--- src/rtl/vram_line_scheduler_pkg.sv ---
`default_nettype none
// ============================================================================
// Module   : vram_line_scheduler_pkg
// Purpose  : Shared video definitions: VGA 640x480@60 timing constants,
//            default VRAM geometry and the line-scheduler state encoding.
// Ports    : none (package)
// Revision : 1.0 - initial release
// ============================================================================
package vram_line_scheduler_pkg;

  // Horizontal timing, in pixel clocks.
  localparam int c_h_visible = 640;
  localparam int c_h_front   = 16;
  localparam int c_h_sync    = 96;
  localparam int c_h_back    = 48;
  localparam int c_h_total   = c_h_visible + c_h_front + c_h_sync + c_h_back;

  // Vertical timing, in lines.
  localparam int c_v_visible = 480;
  localparam int c_v_front   = 10;
  localparam int c_v_sync    = 2;
  localparam int c_v_back    = 33;
  localparam int c_v_total   = c_v_visible + c_v_front + c_v_sync + c_v_back;

  // Default VRAM geometry.
  localparam int c_default_addr_w = 16;
  localparam int c_default_data_w = 16;

  // Scheduler states: IDLE serves the CPU, FETCH issues line reads,
  // DRAIN waits for the last read word to land in the line buffer.
  typedef enum logic [1:0] {
    ST_IDLE  = 2'd0,
    ST_FETCH = 2'd1,
    ST_DRAIN = 2'd2
  } fetch_state_t;

endpackage : vram_line_scheduler_pkg
`default_nettype wire

--- src/rtl/vram_line_scheduler_read_tracker.sv ---
`default_nettype none
// ============================================================================
// Module   : vram_read_tracker
// Purpose  : One-deep tag for the VRAM read in flight. Records whether the
//            read issued last cycle belongs to the line prefetch (and which
//            line-buffer slot it targets) or to the CPU, and steers the
//            returning mem_rdata to the line buffer or the CPU read port.
// Ports    : clk_pixel, rst_n           - clock, async active-low reset
//            issue_fetch, fetch_bank,
//            fetch_idx                  - prefetch read issued this cycle
//            issue_cpu_rd               - CPU read issued this cycle
//            mem_rdata                  - VRAM read data (1-cycle latency)
//            lb_we, lb_addr, lb_wdata   - line-buffer write port
//            cpu_rvalid, cpu_rdata      - CPU read return
// Revision : 1.0 - initial release
// ============================================================================
module vram_read_tracker
  import vram_line_scheduler_pkg::*;
#(
  parameter int DATA_W = c_default_data_w,
  parameter int LB_AW  = 8
) (
  input  logic              clk_pixel,
  input  logic              rst_n,
  input  logic              issue_fetch,
  input  logic              fetch_bank,
  input  logic [LB_AW-1:0]  fetch_idx,
  input  logic              issue_cpu_rd,
  input  logic [DATA_W-1:0] mem_rdata,
  output logic              lb_we,
  output logic [LB_AW:0]    lb_addr,
  output logic [DATA_W-1:0] lb_wdata,
  output logic              cpu_rvalid,
  output logic [DATA_W-1:0] cpu_rdata
);

  logic           r_fetch_pend;
  logic           r_cpu_pend;
  logic [LB_AW:0] r_lb_addr;

  always_ff @(posedge clk_pixel or negedge rst_n) begin
    if (!rst_n) begin
      r_fetch_pend <= 1'b0;
      r_cpu_pend   <= 1'b0;
      r_lb_addr    <= '0;
    end else begin
      r_fetch_pend <= issue_fetch;
      r_cpu_pend   <= issue_cpu_rd;
      if (issue_fetch) begin
        r_lb_addr <= {fetch_bank, fetch_idx};
      end
    end
  end

  // Data ports are forced to zero when their tag is not set so that a CPU
  // read returning the cycle a fetch starts never reaches the line buffer.
  assign lb_we      = r_fetch_pend;
  assign lb_addr    = r_fetch_pend ? r_lb_addr : '0;
  assign lb_wdata   = r_fetch_pend ? mem_rdata : '0;
  assign cpu_rvalid = r_cpu_pend;
  assign cpu_rdata  = r_cpu_pend ? mem_rdata : '0;

endmodule : vram_read_tracker
`default_nettype wire

--- src/rtl/vram_line_scheduler.sv ---
`default_nettype none
// ============================================================================
// Module   : vram_line_scheduler
// Purpose  : Owns the single-port VRAM. On each accepted line request it
//            bursts one line of words into the idle bank of a double-banked
//            line buffer, then flips the display bank. CPU reads/writes are
//            served whenever no prefetch is running.
// Ports    : clk_pixel, rst_n                    - clock, async active-low reset
//            line_req, line_num                  - prefetch request from timing
//            mem_en/we/addr/wdata, mem_rdata     - VRAM port
//            lb_we, lb_addr, lb_wdata, lb_rd_bank - line buffer port
//            cpu_valid/ready/we/addr/wdata,
//            cpu_rvalid, cpu_rdata               - CPU port
//            fetch_busy, underrun, underrun_clr  - status
// Revision : 1.0 - initial release
// ============================================================================
module vram_line_scheduler
  import vram_line_scheduler_pkg::*;
#(
  parameter int ADDR_W         = c_default_addr_w,
  parameter int DATA_W         = c_default_data_w,
  parameter int WORDS_PER_LINE = 160,
  parameter int LINE_STRIDE    = 160,
  parameter int LB_AW          = 8,
  parameter int V_VISIBLE      = c_v_visible
) (
  input  logic              clk_pixel,
  input  logic              rst_n,
  input  logic              line_req,
  input  logic [9:0]        line_num,
  output logic              mem_en,
  output logic              mem_we,
  output logic [ADDR_W-1:0] mem_addr,
  output logic [DATA_W-1:0] mem_wdata,
  input  logic [DATA_W-1:0] mem_rdata,
  output logic              lb_we,
  output logic [LB_AW:0]    lb_addr,
  output logic [DATA_W-1:0] lb_wdata,
  output logic              lb_rd_bank,
  input  logic              cpu_valid,
  output logic              cpu_ready,
  input  logic              cpu_we,
  input  logic [ADDR_W-1:0] cpu_addr,
  input  logic [DATA_W-1:0] cpu_wdata,
  output logic              cpu_rvalid,
  output logic [DATA_W-1:0] cpu_rdata,
  output logic              fetch_busy,
  output logic              underrun,
  input  logic              underrun_clr
);

  localparam logic [LB_AW-1:0] c_last_word = LB_AW'(WORDS_PER_LINE - 1);

  fetch_state_t      r_state;
  fetch_state_t      w_state_next;
  logic [ADDR_W-1:0] r_base;
  logic [LB_AW-1:0]  r_word_cnt;
  logic              r_fetch_bank;
  logic              r_lb_rd_bank;
  logic              r_underrun;

  logic              w_req_valid;
  logic              w_busy;
  logic              w_accept;
  logic [ADDR_W-1:0] w_base;
  logic              w_issue_fetch;
  logic              w_issue_cpu_rd;

  // Requests for lines outside the visible area are dropped everywhere.
  assign w_req_valid = line_req && (32'(line_num) < 32'(V_VISIBLE));
  assign w_busy      = (r_state != ST_IDLE);
  // rst_n gates acceptance so nothing leaves the block while held in reset.
  assign w_accept    = rst_n && (r_state == ST_IDLE) && w_req_valid;
  // Line base wraps modulo the VRAM address space.
  assign w_base      = ADDR_W'(32'(line_num) * 32'(LINE_STRIDE));

  always_ff @(posedge clk_pixel or negedge rst_n) begin
    if (!rst_n) begin
      r_state <= ST_IDLE;
    end else begin
      r_state <= w_state_next;
    end
  end

  always_ff @(posedge clk_pixel or negedge rst_n) begin
    if (!rst_n) begin
      r_base       <= '0;
      r_word_cnt   <= '0;
      r_fetch_bank <= 1'b0;
      r_lb_rd_bank <= 1'b0;
      r_underrun   <= 1'b0;
    end else begin
      if (w_accept) begin
        r_base       <= w_base;
        r_fetch_bank <= ~r_lb_rd_bank;
        r_word_cnt   <= '0;
      end else if (r_state == ST_FETCH) begin
        r_word_cnt <= r_word_cnt + LB_AW'(1);
      end

      // The display switches banks only once the final word has landed.
      if (r_state == ST_DRAIN) begin
        r_lb_rd_bank <= r_fetch_bank;
      end

      // A new request while busy means the display will miss a line;
      // setting takes priority over a simultaneous clear.
      if (w_busy && w_req_valid) begin
        r_underrun <= 1'b1;
      end else if (underrun_clr) begin
        r_underrun <= 1'b0;
      end
    end
  end

  always_comb begin
    w_state_next   = r_state;
    mem_en         = 1'b0;
    mem_we         = 1'b0;
    mem_addr       = '0;
    mem_wdata      = '0;
    cpu_ready      = 1'b0;
    w_issue_fetch  = 1'b0;
    w_issue_cpu_rd = 1'b0;

    unique case (r_state)
      ST_IDLE: begin
        if (w_accept) begin
          // The prefetch wins a same-cycle conflict with the CPU.
          w_state_next = ST_FETCH;
        end else if (rst_n) begin
          cpu_ready = 1'b1;
          if (cpu_valid) begin
            mem_en         = 1'b1;
            mem_we         = cpu_we;
            mem_addr       = cpu_addr;
            mem_wdata      = cpu_we ? cpu_wdata : '0;
            w_issue_cpu_rd = !cpu_we;
          end
        end
      end

      ST_FETCH: begin
        mem_en        = 1'b1;
        mem_addr      = r_base + ADDR_W'(r_word_cnt);
        w_issue_fetch = 1'b1;
        if (r_word_cnt == c_last_word) begin
          w_state_next = ST_DRAIN;
        end
      end

      ST_DRAIN: begin
        w_state_next = ST_IDLE;
      end

      default: begin
        w_state_next = ST_IDLE;
      end
    endcase
  end

  vram_read_tracker #(
    .DATA_W (DATA_W),
    .LB_AW  (LB_AW)
  ) u_read_tracker (
    .clk_pixel    (clk_pixel),
    .rst_n        (rst_n),
    .issue_fetch  (w_issue_fetch),
    .fetch_bank   (r_fetch_bank),
    .fetch_idx    (r_word_cnt),
    .issue_cpu_rd (w_issue_cpu_rd),
    .mem_rdata    (mem_rdata),
    .lb_we        (lb_we),
    .lb_addr      (lb_addr),
    .lb_wdata     (lb_wdata),
    .cpu_rvalid   (cpu_rvalid),
    .cpu_rdata    (cpu_rdata)
  );

  assign lb_rd_bank = r_lb_rd_bank;
  assign fetch_busy = w_busy;
  assign underrun   = r_underrun;

endmodule : vram_line_scheduler
`default_nettype wire

--- config.mk ---
export PLATFORM = sky130hd
export DESIGN_NAME = vram_line_scheduler
export DESIGN_NICKNAME = d
export VERILOG_FILES = /design/src/rtl/vram_line_scheduler_pkg.sv /design/src/rtl/vram_line_scheduler_read_tracker.sv /design/src/rtl/vram_line_scheduler.sv
export SDC_FILE = /design/constraint.sdc
export NUM_CORES = 1
export LEC_CHECK = 0
export CAP_MARGIN = 30
export CORE_MARGIN = 2
export CORE_UTILIZATION = 39
export DETAILED_ROUTE_END_ITERATION = 12
export MAX_ROUTING_LAYER = met4
export PLACE_DENSITY = 0.82
export REMOVE_ABC_BUFFERS = 1
export SLEW_MARGIN = 20
export SYNTH_ARGS = -nofsm -noshare
export SYNTH_HDL_FRONTEND = slang
export SYNTH_SLANG_ARGS = --single-unit
--- constraint.sdc ---
create_clock -name clk_pixel -period 2.2 [get_ports clk_pixel]
set_clock_uncertainty 0.05 [all_clocks]
set_input_delay 0.44 -clock clk_pixel [delete_from_list [all_inputs] [get_ports clk_pixel]]
set_output_delay 0.44 -clock clk_pixel [all_outputs]
set_load 0.005 [all_outputs]
==> results_dict.tcl, run 1 <==
set metrics [dict create \
    start_util_pct 40.3 \
    rows 29 \
    powerDensity_mw_per_mm2 960 \
    worstPathRequired_ps 1710 \
    portBuffers 144 \
    rsz0062_at_grt "true" \
    final_area_sq_mm 0.00504 \
    clock_power_share_pct 12.6 \
    sw_frac_of_total_pct 38.6 \
    final_antenna_net_count 0 \
    syn_area_sq_mm 0.00256 \
    diodes 0 \
    drive_gt1_share_pct 34.0 \
    gp_congestion 0.939 \
    areaGrowthSynthToFinish_pct 97.0 \
    synth_cell_types 35 \
    seq_power_share_pct 24.1 \
    synth_edf_count 0 \
    intPower_mw 2.97 \
    grtUsageTotal_pct 27.8 \
    finalCriticalPeriod_ps 2650 \
    power_frac_comb_pct 63.3 \
    cap_viol_max_count 0 \
    drt-initial-drc-count 101 \
    clkTransAtPathRegs_ps 80 \
    wire_per_inst_um 16.8 \
    cp_max_fo 2 \
    synth_seq_cells 35 \
    fmax_ghz 0.377 \
    grt_pass1_vias 3365 \
    vdd_drop_max_mv 0.534 \
    antenna_found_initial 0 \
    clockBufferDepth 2 \
    relSlewSlack_pct 69.5 \
    synth_area_per_cell_sq_um 8.10 \
    critPathKind "reg -> out" \
    cts_buffers 5 \
    async_flop_share_pct 100 \
    startpoint_type "register" \
    ys_seq_area_share_pct 34.2 \
    grt_pass1_wl_mm 15.8 \
    place_area_sq_mm 0.00451 \
    ctsHoldBuffers 0 \
    finalSetupTns_ps -5560 \
    synth-main-ff-cell "dfrtp_1" \
    cts_max_level 2 \
    grt_max_degree 36 \
    grt_remaining_overflow 0 \
    period_share_pct 120 \
    cts_tree "yes" \
    nNetsFinal 623 \
    power_switching_mw 1.87 \
    hold_path.class "in -> async" \
    setup_viol 35 \
    vias_per_cell 5.30 \
    status "finished, violations left" \
    worstSkewPairLatency_ps 290 \
    end_kind "primary output" \
    finalPower_mw 4.84 \
    root_buffer "clkbuf_8" \
    violations "negative setup slack" \
    die_area_sq_mm 0.00723 \
    arrival_ps 2160 \
    routed-via-count 3265 \
    dp_hpwl_mm 6.94 \
    yosys_warnings 0 \
    totalWireLength_mm 10.3 \
    slew_violations 0 \
    p_leak_nw 2.41 \
    pin_count 145 \
    synthCells 316 \
    die_w_um 85.0 \
    max_slew.worst_pin.slew_ps 457 \
    dr.pass1.iters 4 \
    hold_violations 0 \
    fin_ws_ps -450 \
    drc_errors 0 \
    coreArea_sq_mm 0.00635 \
    die_h_um 85.0 \
    clock-sinks 35 \
]
[power groups by stage]
stage               Combinational (mW)  Sequential [mW]  Clock, mW
floorplan                         1.02             1.13          0
global placement                  2.60             1.13          0
detailed placement                2.69             1.15          0
CTS                               2.87             1.15      0.609
global route                      3.31             1.19      0.645
finish                            3.06             1.17      0.611
[cells by family after synthesis]
kind of cell               share of synthesized area, %
and+or+nand+nor                                    35.7
buffers and inverters                              3.13
muxes                                             0.440
adders and majority gates                          10.9
AOI/OAI and AO/OA                                  10.2
xor gates and xnor gates                           5.47
DFF                                                34.2
[sequential cells by signal (all words and copies together), names as in the netlist]
name / count
u_read_tracker.r_lb_addr: 9
r_fetch_bank: 1
r_state: 2
r_base: 11
lb_rd_bank: 1
u_read_tracker.lb_we: 1
r_word_cnt: 8
u_read_tracker.cpu_rvalid: 1
underrun: 1
[through the flow]
step | cells | utilization [%] | hold WS [ps] | setup slack, ps
4_1_cts | 613 | 77.4 | 186 | -426
3_3_place_gp | 580 | 71.0 | 401 | -573
3_5_place_dp | 580 | 71.0 | 405 | -642
2_1_floorplan | 301 | - | 94.4 | 36.0
6_report | 616 | 79.4 | 175 | -450
5_1_grt | 616 | 79.4 | 201 | -518
[worst max-delay path, stage by stage, from the launching register on]
cell and delay, ps:
dfrtp_1 360, ha_2 190, inv_2 40, fa_2 360, nor2b_4 130, buf_4 120
o2111ai_2 110, xor2_1 190, o21ai_1 200, buf_2 150
[cell usage after synthesis, drive strengths merged, types with 6 or more instances]
cell | n | area, sq um
inv | 6 | 22.5
ha | 19 | 238
clkbuf | 14 | 52.6
nand2 | 78 | 293
and3 | 19 | 119
dfrtp | 35 | 876
and2 | 42 | 263
nand3 | 7 | 35.0
nor2 | 14 | 52.6
o21ai | 18 | 90.1
xor2 | 11 | 96.3
[area by class of cell]
type	instances	area, sq um
timing repair buffer	230	2100
inverter	6	22.5
clock buffer	5	68.8
sequential	35	878
tap	77	96.3
fill	410	1310
clock inverter	3	47.5
multi-input combinational	260	1830
[final timing paths]
path                            cells past startpoint                        start                     endpoint  slack, ps
worst max-delay path                                9                r_word_cnt[5]                 mem_addr[15]       -450
worst min-delay path                                2                        rst_n  u_read_tracker.r_lb_addr[0]        180
worst max register to register                      6                   r_state[1]                   r_base[14]          0
worst min register to register                      2  u_read_tracker.r_lb_addr[2]  u_read_tracker.r_lb_addr[2]        420
max in group asynchronous                           2                        rst_n                   r_state[0]       1580
min in group clk_pixel                              2  u_read_tracker.r_lb_addr[2]  u_read_tracker.r_lb_addr[2]        420
[metal layers]
| metal | wire (um) | vias up | global-route usage (%) |
|---|---|---|---|
| met5 | 0 | - | - |
| met3 | 696 | 59 | 5.45 |
| li1 | - | 1515 | - |
| met2 | 5510 | 161 | 52.0 |
| met1 | 3640 | 1530 | 28.7 |
| met4 | 505 | 0 | 9.67 |
[cell usage in the layout, fill, tap and decap left out, types with 6 or more instances in the layout]
cell | netlist | routed
o21ai_0 | 18 | 8
o21ai_1 | 0 | 8
nand2_1 | 78 | 71
clkdlybuf4s50_1 | 0 | 97
and3_1 | 19 | 10
nand2_2 | 0 | 6
buf_2 | 1 | 26
buf_6 | 0 | 29
buf_4 | 0 | 64
and2_1 | 42 | 41
ha_1 | 19 | 13
and3_4 | 0 | 9
dfrtp_1 | 35 | 33
nor2_1 | 14 | 13
xor2_1 | 11 | 10
[timing repair]
item,4_1_cts,5_1_grt
pin swaps,28,30
gates resized for setup,222,42
setup endpoints to repair,39,49
endpoints found under the hold margin,0,0
cloned,3,0
setup buffers,23,10
No activity file was read; power rests on OpenSTA's default activity.
==> inputs of run 2 (changes only) <==
--- a/config.mk
+++ b/config.mk
@@ -9,7 +9,6 @@
 export CORE_MARGIN = 2
 export CORE_UTILIZATION = 39
 export DETAILED_ROUTE_END_ITERATION = 12
-export MAX_ROUTING_LAYER = met4
 export PLACE_DENSITY = 0.82
 export REMOVE_ABC_BUFFERS = 1
 export SLEW_MARGIN = 20
==> run 2 against run 1 <==
Against the previous run:
- the flow still finishes with violations (negative setup slack)
- hold slack improved by 1.4 ps
- routed wire length increased by 7.2%
- maximum frequency decreased by 3.2%
- highest routed layer unchanged
- design area increased by 0.79%
- critical path depth increased by 2
==> results_dict.tcl, run 2 (synthesis results as in run 1) <==
set metrics [dict create \
    slew_violations 0 \
    clkTransAtPathRegs_ps 80 \
    drc_errors 0 \
    top_register "r_base" \
    multiInputGateArea_sq_mm 0.00186 \
    fmax_ghz 0.365 \
    nNetsFinal 623 \
    cts_tree "yes" \
    period_share_pct 124 \
    preCtsSetupSlack_ps -586 \
    critPathKind "reg -> out" \
    final_common_cell "clkdlybuf4s50_1" \
    startpoint_type "register" \
    whs_ps 176 \
    hold_path.class "in -> async" \
    clockBufferDepth 2 \
    max_slew.worst_pin.slew_ps 460 \
    finalCriticalPeriod_ps 2740 \
    worstPathRequired_ps 1710 \
    die_w_um 85.0 \
    dr.pass1.iters 4 \
    drive_gt1_share_pct 35.1 \
    gp_congestion 0.940 \
    clock-sinks 35 \
    grt_remaining_overflow 0 \
    vias_per_cell 5.49 \
    cts_buffers 5 \
    die_area_sq_mm 0.00723 \
    grt_pass1_vias 3274 \
    largest_reg_flops 11 \
    diodes 0 \
    relSlewSlack_pct 69.3 \
    die_h_um 85.0 \
    dpl.cell_count 580 \
    grt_max_degree 36 \
    powerDensity_mw_per_mm2 991 \
    portBuffers 144 \
    grtUsageTotal_pct 27.4 \
    final.fill_count 396 \
    hold_violations 0 \
    dp_hpwl_mm 7.01 \
    final_antenna_net_count 0 \
    end_kind "primary output" \
    violations "negative setup slack" \
    root_buffer "clkbuf_8" \
    wire_per_inst_um 18.0 \
    ctsHoldBuffers 0 \
    areaGrowthSynthToFinish_pct 98.6 \
    worstSkewPairLatency_ps 290 \
    coreArea_sq_mm 0.00635 \
    p_leak_nw 2.41 \
    rsz0062_at_grt "true" \
    ff_latch_area_sq_um 877 \
    cp_max_fo 2 \
    cts_max_level 2 \
    vdd_drop_max_mv 0.577 \
    fin_ws_ps -538 \
    routed-via-count 3374 \
    rows 29 \
    totalWireLength_mm 11.1 \
    grt_pass1_wl_mm 15.9 \
    status "finished, violations left" \
    arrival_ps 2250 \
    cap_viol_max_count 0 \
    setup_viol 34 \
    final_cell_mix "clkdlybuf4s50_1 (97), nand2_1 (71), buf_4 (63), and2_1 (41), dfrtp_1 (34)" \
    finalSetupTns_ps -7430 \
    pin_count 145 \
    top_regs "r_base (11), u_read_tracker.r_lb_addr (9), r_word_cnt (8)" \
    finalPower_mw 5.04 \
    drt-initial-drc-count 199 \
    antenna_found_initial 0 \
    final_cells 615 \
    start_util_pct 40.3 \
]
## run 2: cell types whose count changed in the layout (fill, tap and decap cells not counted), sizes merged
cell and change:
buf -1, bufbuf +1, clkbuf +1, clkdlybuf4s15 -1, clkinv -1, clkinvlp +1
inv -1
## run 2: timing repair
action,in CTS,in global routing
gates resized for setup,220,51
setup endpoints to repair,39,47
gates cloned,3,0
pin swaps,32,35
setup buffers,22,12
endpoints found under the hold margin,0,0
## run 2: per-stage QoR
stage	cell area, sq um	utilization, %
after floorplan	2500	-
after CTS	4910	77.3
after global routing	5080	80.1
after detailed placement	4510	71.0
final	5080	80.1
after global placement	4510	71.0
## run 2: worst paths after layout
path / from / endpoint / slack (ps) / depth (start not counted)
setup / recovery: r_word_cnt[5] / mem_addr[7] / -540 / 11
hold / removal: rst_n / r_fetch_bank / 180 / 2
setup reg to reg: r_state[1] / r_base[14] / -40 / 6
hold reg to reg: u_read_tracker.r_lb_addr[3] / u_read_tracker.r_lb_addr[3] / 420 / 2
max in group asynchronous: rst_n / u_read_tracker.lb_we / 1570 / 2
min in group clk_pixel: u_read_tracker.r_lb_addr[3] / u_read_tracker.r_lb_addr[3] / 420 / 2
## run 2: power breakdown
group	switching [mW]	leakage, nW	internal, mW	total (mW)
clock network	0.245	0.0502	0.331	0.577
registers	0.249	0.429	0.929	1.18
logic	1.45	1.93	1.83	3.28
## run 2: worst max-delay path, stage by stage (launching register included)
cell,delay (ps)
dfrtp_1,380
ha_2,200
inv_2,40
fa_2,370
buf_4,150
buf_6,100
buf_6,100
buf_6,100
buf_6,110
xor2_2,170
o21ai_1,110
buf_2,130
## run 2: layer usage
layer	global-route usage, %	wire length (um)	vias to the layer above
met5	0	0	-
met4	6.78	578	0
met3	6.13	833	58
met2	53.3	5900	207
met1	29.6	3780	1589
li1	-	-	1520
## run 2: cell type report
cell class	count	area share, %
Sequential cell	35	17.3
Inverter	6	0.443
Timing Repair Buffer	230	41.6
Clock buffer	5	1.35
Tap cell	77	1.90
Multi-Input combinational cell	260	36.7
Clock inverter	2	0.738
==> inputs of run 3 (changes only) <==
==> constraint.sdc (replaced) <==
create_clock -name clk_pixel -period 2.69 [get_ports clk_pixel]
set_clock_uncertainty 0.05 [all_clocks]
set_input_delay 0.538 -clock clk_pixel [delete_from_list [all_inputs] [get_ports clk_pixel]]
set_output_delay 0.538 -clock clk_pixel [all_outputs]
set_load 0.005 [all_outputs]
==> run 3 against run 2 <==
Against the previous run:
- the run still ends with negative setup slack left
- critical endpoint is now mem_addr[13]
- register-to-register slack improved by 780 ps
- routed wire length shrank 27%
- via count is 15% lower
- sequential share of layout area is 2.1 points higher
- count of clock-buffer cells in the layout stayed put
- sequential power is 18% lower
- power is 32% lower
- utilization fell by 8.8 points
==> results_dict.tcl, run 3 (synthesis results as in run 1) <==
set metrics [dict create \
    hold_violations 0 \
    powerDensity_mw_per_mm2 761 \
    dpl.cell_count 557 \
    portBuffers 144 \
    slowest_stage "dfrtp_1" \
    place_area_sq_mm 0.00432 \
    cts_tree "yes" \
    top_register "r_base" \
    rows 29 \
    startpoint "r_base[5]" \
    r2r_start "r_state[1]" \
    pin_count 145 \
    hold_path.class "in -> async" \
    multiInputGateArea_sq_mm 0.00164 \
    p_leak_nw 2.25 \
    critPathMaxStageDelay_ps 370 \
    worstPathRequired_ps 2100 \
    finalCriticalPeriod_ps 2730 \
    path_cells "ha_2 > inv_2 > fa_2 > nor2b_4 > buf_6 > buf_6 > o2111ai_2 > xor2_1 > o21ai_1 > buf_2" \
    clock-sinks 35 \
    slew_violations 0 \
    wire_per_inst_um 14.1 \
    diodes 0 \
    ctsHoldBuffers 0 \
    final_common_cell "clkdlybuf4s50_1" \
    die_w_um 85.0 \
    top_regs "r_base (11), u_read_tracker.r_lb_addr (9), r_word_cnt (8)" \
    fmax_ghz 0.367 \
    final_area_sq_mm 0.00452 \
    drt-initial-drc-count 106 \
    cap_viol_max_count 0 \
    power_frac_comb_pct 58.3 \
    critPathKind "reg -> out" \
    final_cells 574 \
    grt_pass1_wl_mm 12.8 \
    final_cell_mix "clkdlybuf4s50_1 (103), nand2_1 (78), and2_1 (42), buf_4 (38), dfrtp_1 (35)" \
    ff_latch_area_sq_um 876 \
    dp_hpwl_mm 6.36 \
    relSlewSlack_pct 60.3 \
    finalPower_mw 3.44 \
    clockBufferDepth 2 \
    power_switching_mw 1.27 \
    die_h_um 85.0 \
    antenna_found_initial 0 \
    fin_ws_ps -37.6 \
    drc_errors 0 \
    grt_max_degree 36 \
    areaGrowthSynthToFinish_pct 76.7 \
    path_buf_inv 4 \
    grt_pass1_vias 2783 \
    max_slew.worst_pin.slew_ps 596 \
    status "finished, violations left" \
    r2r_cells 4 \
    totalWireLength_mm 8.10 \
    rsz0062_at_grt "true" \
    start_util_pct 40.3 \
    vdd_drop_max_mv 0.408 \
    worstSkewPairLatency_ps 290 \
    crit_path_frequent_cell "buf_6" \
    startpoint_type "register" \
    period_share_pct 101 \
    seq_power_share_pct 28.2 \
    grtUsageTotal_pct 21.8 \
    vias_per_cell 5.01 \
    violations "negative setup slack" \
    clock_power_share_pct 13.5 \
    cp_max_fo 3 \
    cts_buffers 5 \
    drive_gt1_share_pct 14.7 \
    sw_frac_of_total_pct 36.8 \
    setup_viol 2 \
    largest_reg_flops 11 \
    intPower_mw 2.18 \
    gp_congestion 0.874 \
    nNetsFinal 582 \
    end_kind "primary output" \
    clkTransAtPathRegs_ps 70 \
    die_area_sq_mm 0.00723 \
    final_antenna_net_count 0 \
    root_buffer "clkbuf_8" \
    cts_max_level 2 \
    grt_remaining_overflow 0 \
    cp_top_family "adder cells" \
    routed-via-count 2878 \
    dr.pass1.iters 4 \
    worst-r2r-setup-slack_ps 740 \
    arrival_ps 2140 \
    coreArea_sq_mm 0.00635 \
    reg2reg_to "r_base[15]" \
    final.fill_count 508 \
]
## run 3: cell types whose count changed in the layout (fill, tap and decap cells not counted), sizes merged
cell	previous run	this run
bufbuf	1	0
dlygate4sd2	5	27
clkdlybuf4s50	97	103
clkbuf	7	8
dlymetal6s2s	1	6
buf	124	50
## run 3: routing by layer
layer | track usage (%) | routed length, um | vias to the layer above
li1 | - | - | 1433
met1 | 24.5 | 3280 | 1331
met2 | 41.3 | 4200 | 102
met3 | 4.86 | 515 | 12
met4 | 5.19 | 105 | 0
met5 | 0 | 0 | -
## run 3: per-stage QoR
stage / setup slack [ps] / setup TNS [ps] / util, % / hold slack [ps]
detailed placement: -280 / -8110 / 68.1 / 405
global route: -163 / -668 / 71.2 / 290
finish: -37.6 / -39.5 / 71.2 / 250
floorplan: 428 / 0 / - / 192
global placement: -251 / -7110 / 68.1 / 402
CTS: -120 / -186 / 69.9 / 267
## run 3: power groups by stage
stage | Combinational [mW] | Sequential [mW] | Clock, mW
5_1_grt | 2.21 | 1.00 | 0.494
3_3_place_gp | 1.94 | 0.962 | 0
3_5_place_dp | 1.98 | 0.977 | 0
4_1_cts | 1.96 | 0.967 | 0.473
6_report | 2.01 | 0.969 | 0.466
2_1_floorplan | 0.838 | 0.925 | 0
## run 3: timing repair
action | 4_1_cts | 5_1_grt
cloned | 0 | 1
resized for setup | 56 | 22
pin swaps | 2 | 6
setup endpoints to repair | 34 | 22
setup buffers | 4 | 5
## run 3: how the worst max path moves through the flow
stage,end,cells past startpoint,slack [ps]
final,mem_addr[13],10,-40
after CTS,mem_addr[5],6,-120
after detailed placement,mem_addr[11],7,-280
after global placement,mem_addr[15],7,-250
after floorplan,mem_addr[13],7,430
after global routing,mem_addr[13],10,-160
## run 3: cell type report
class	instances	share of cell area, %
tap	77	2.13
sequential	35	19.4
timing repair buffer	189	39.4
inverter	6	0.498
clock buffer	5	1.52
clock inverter	2	0.830
multi-input combinational	260	36.2
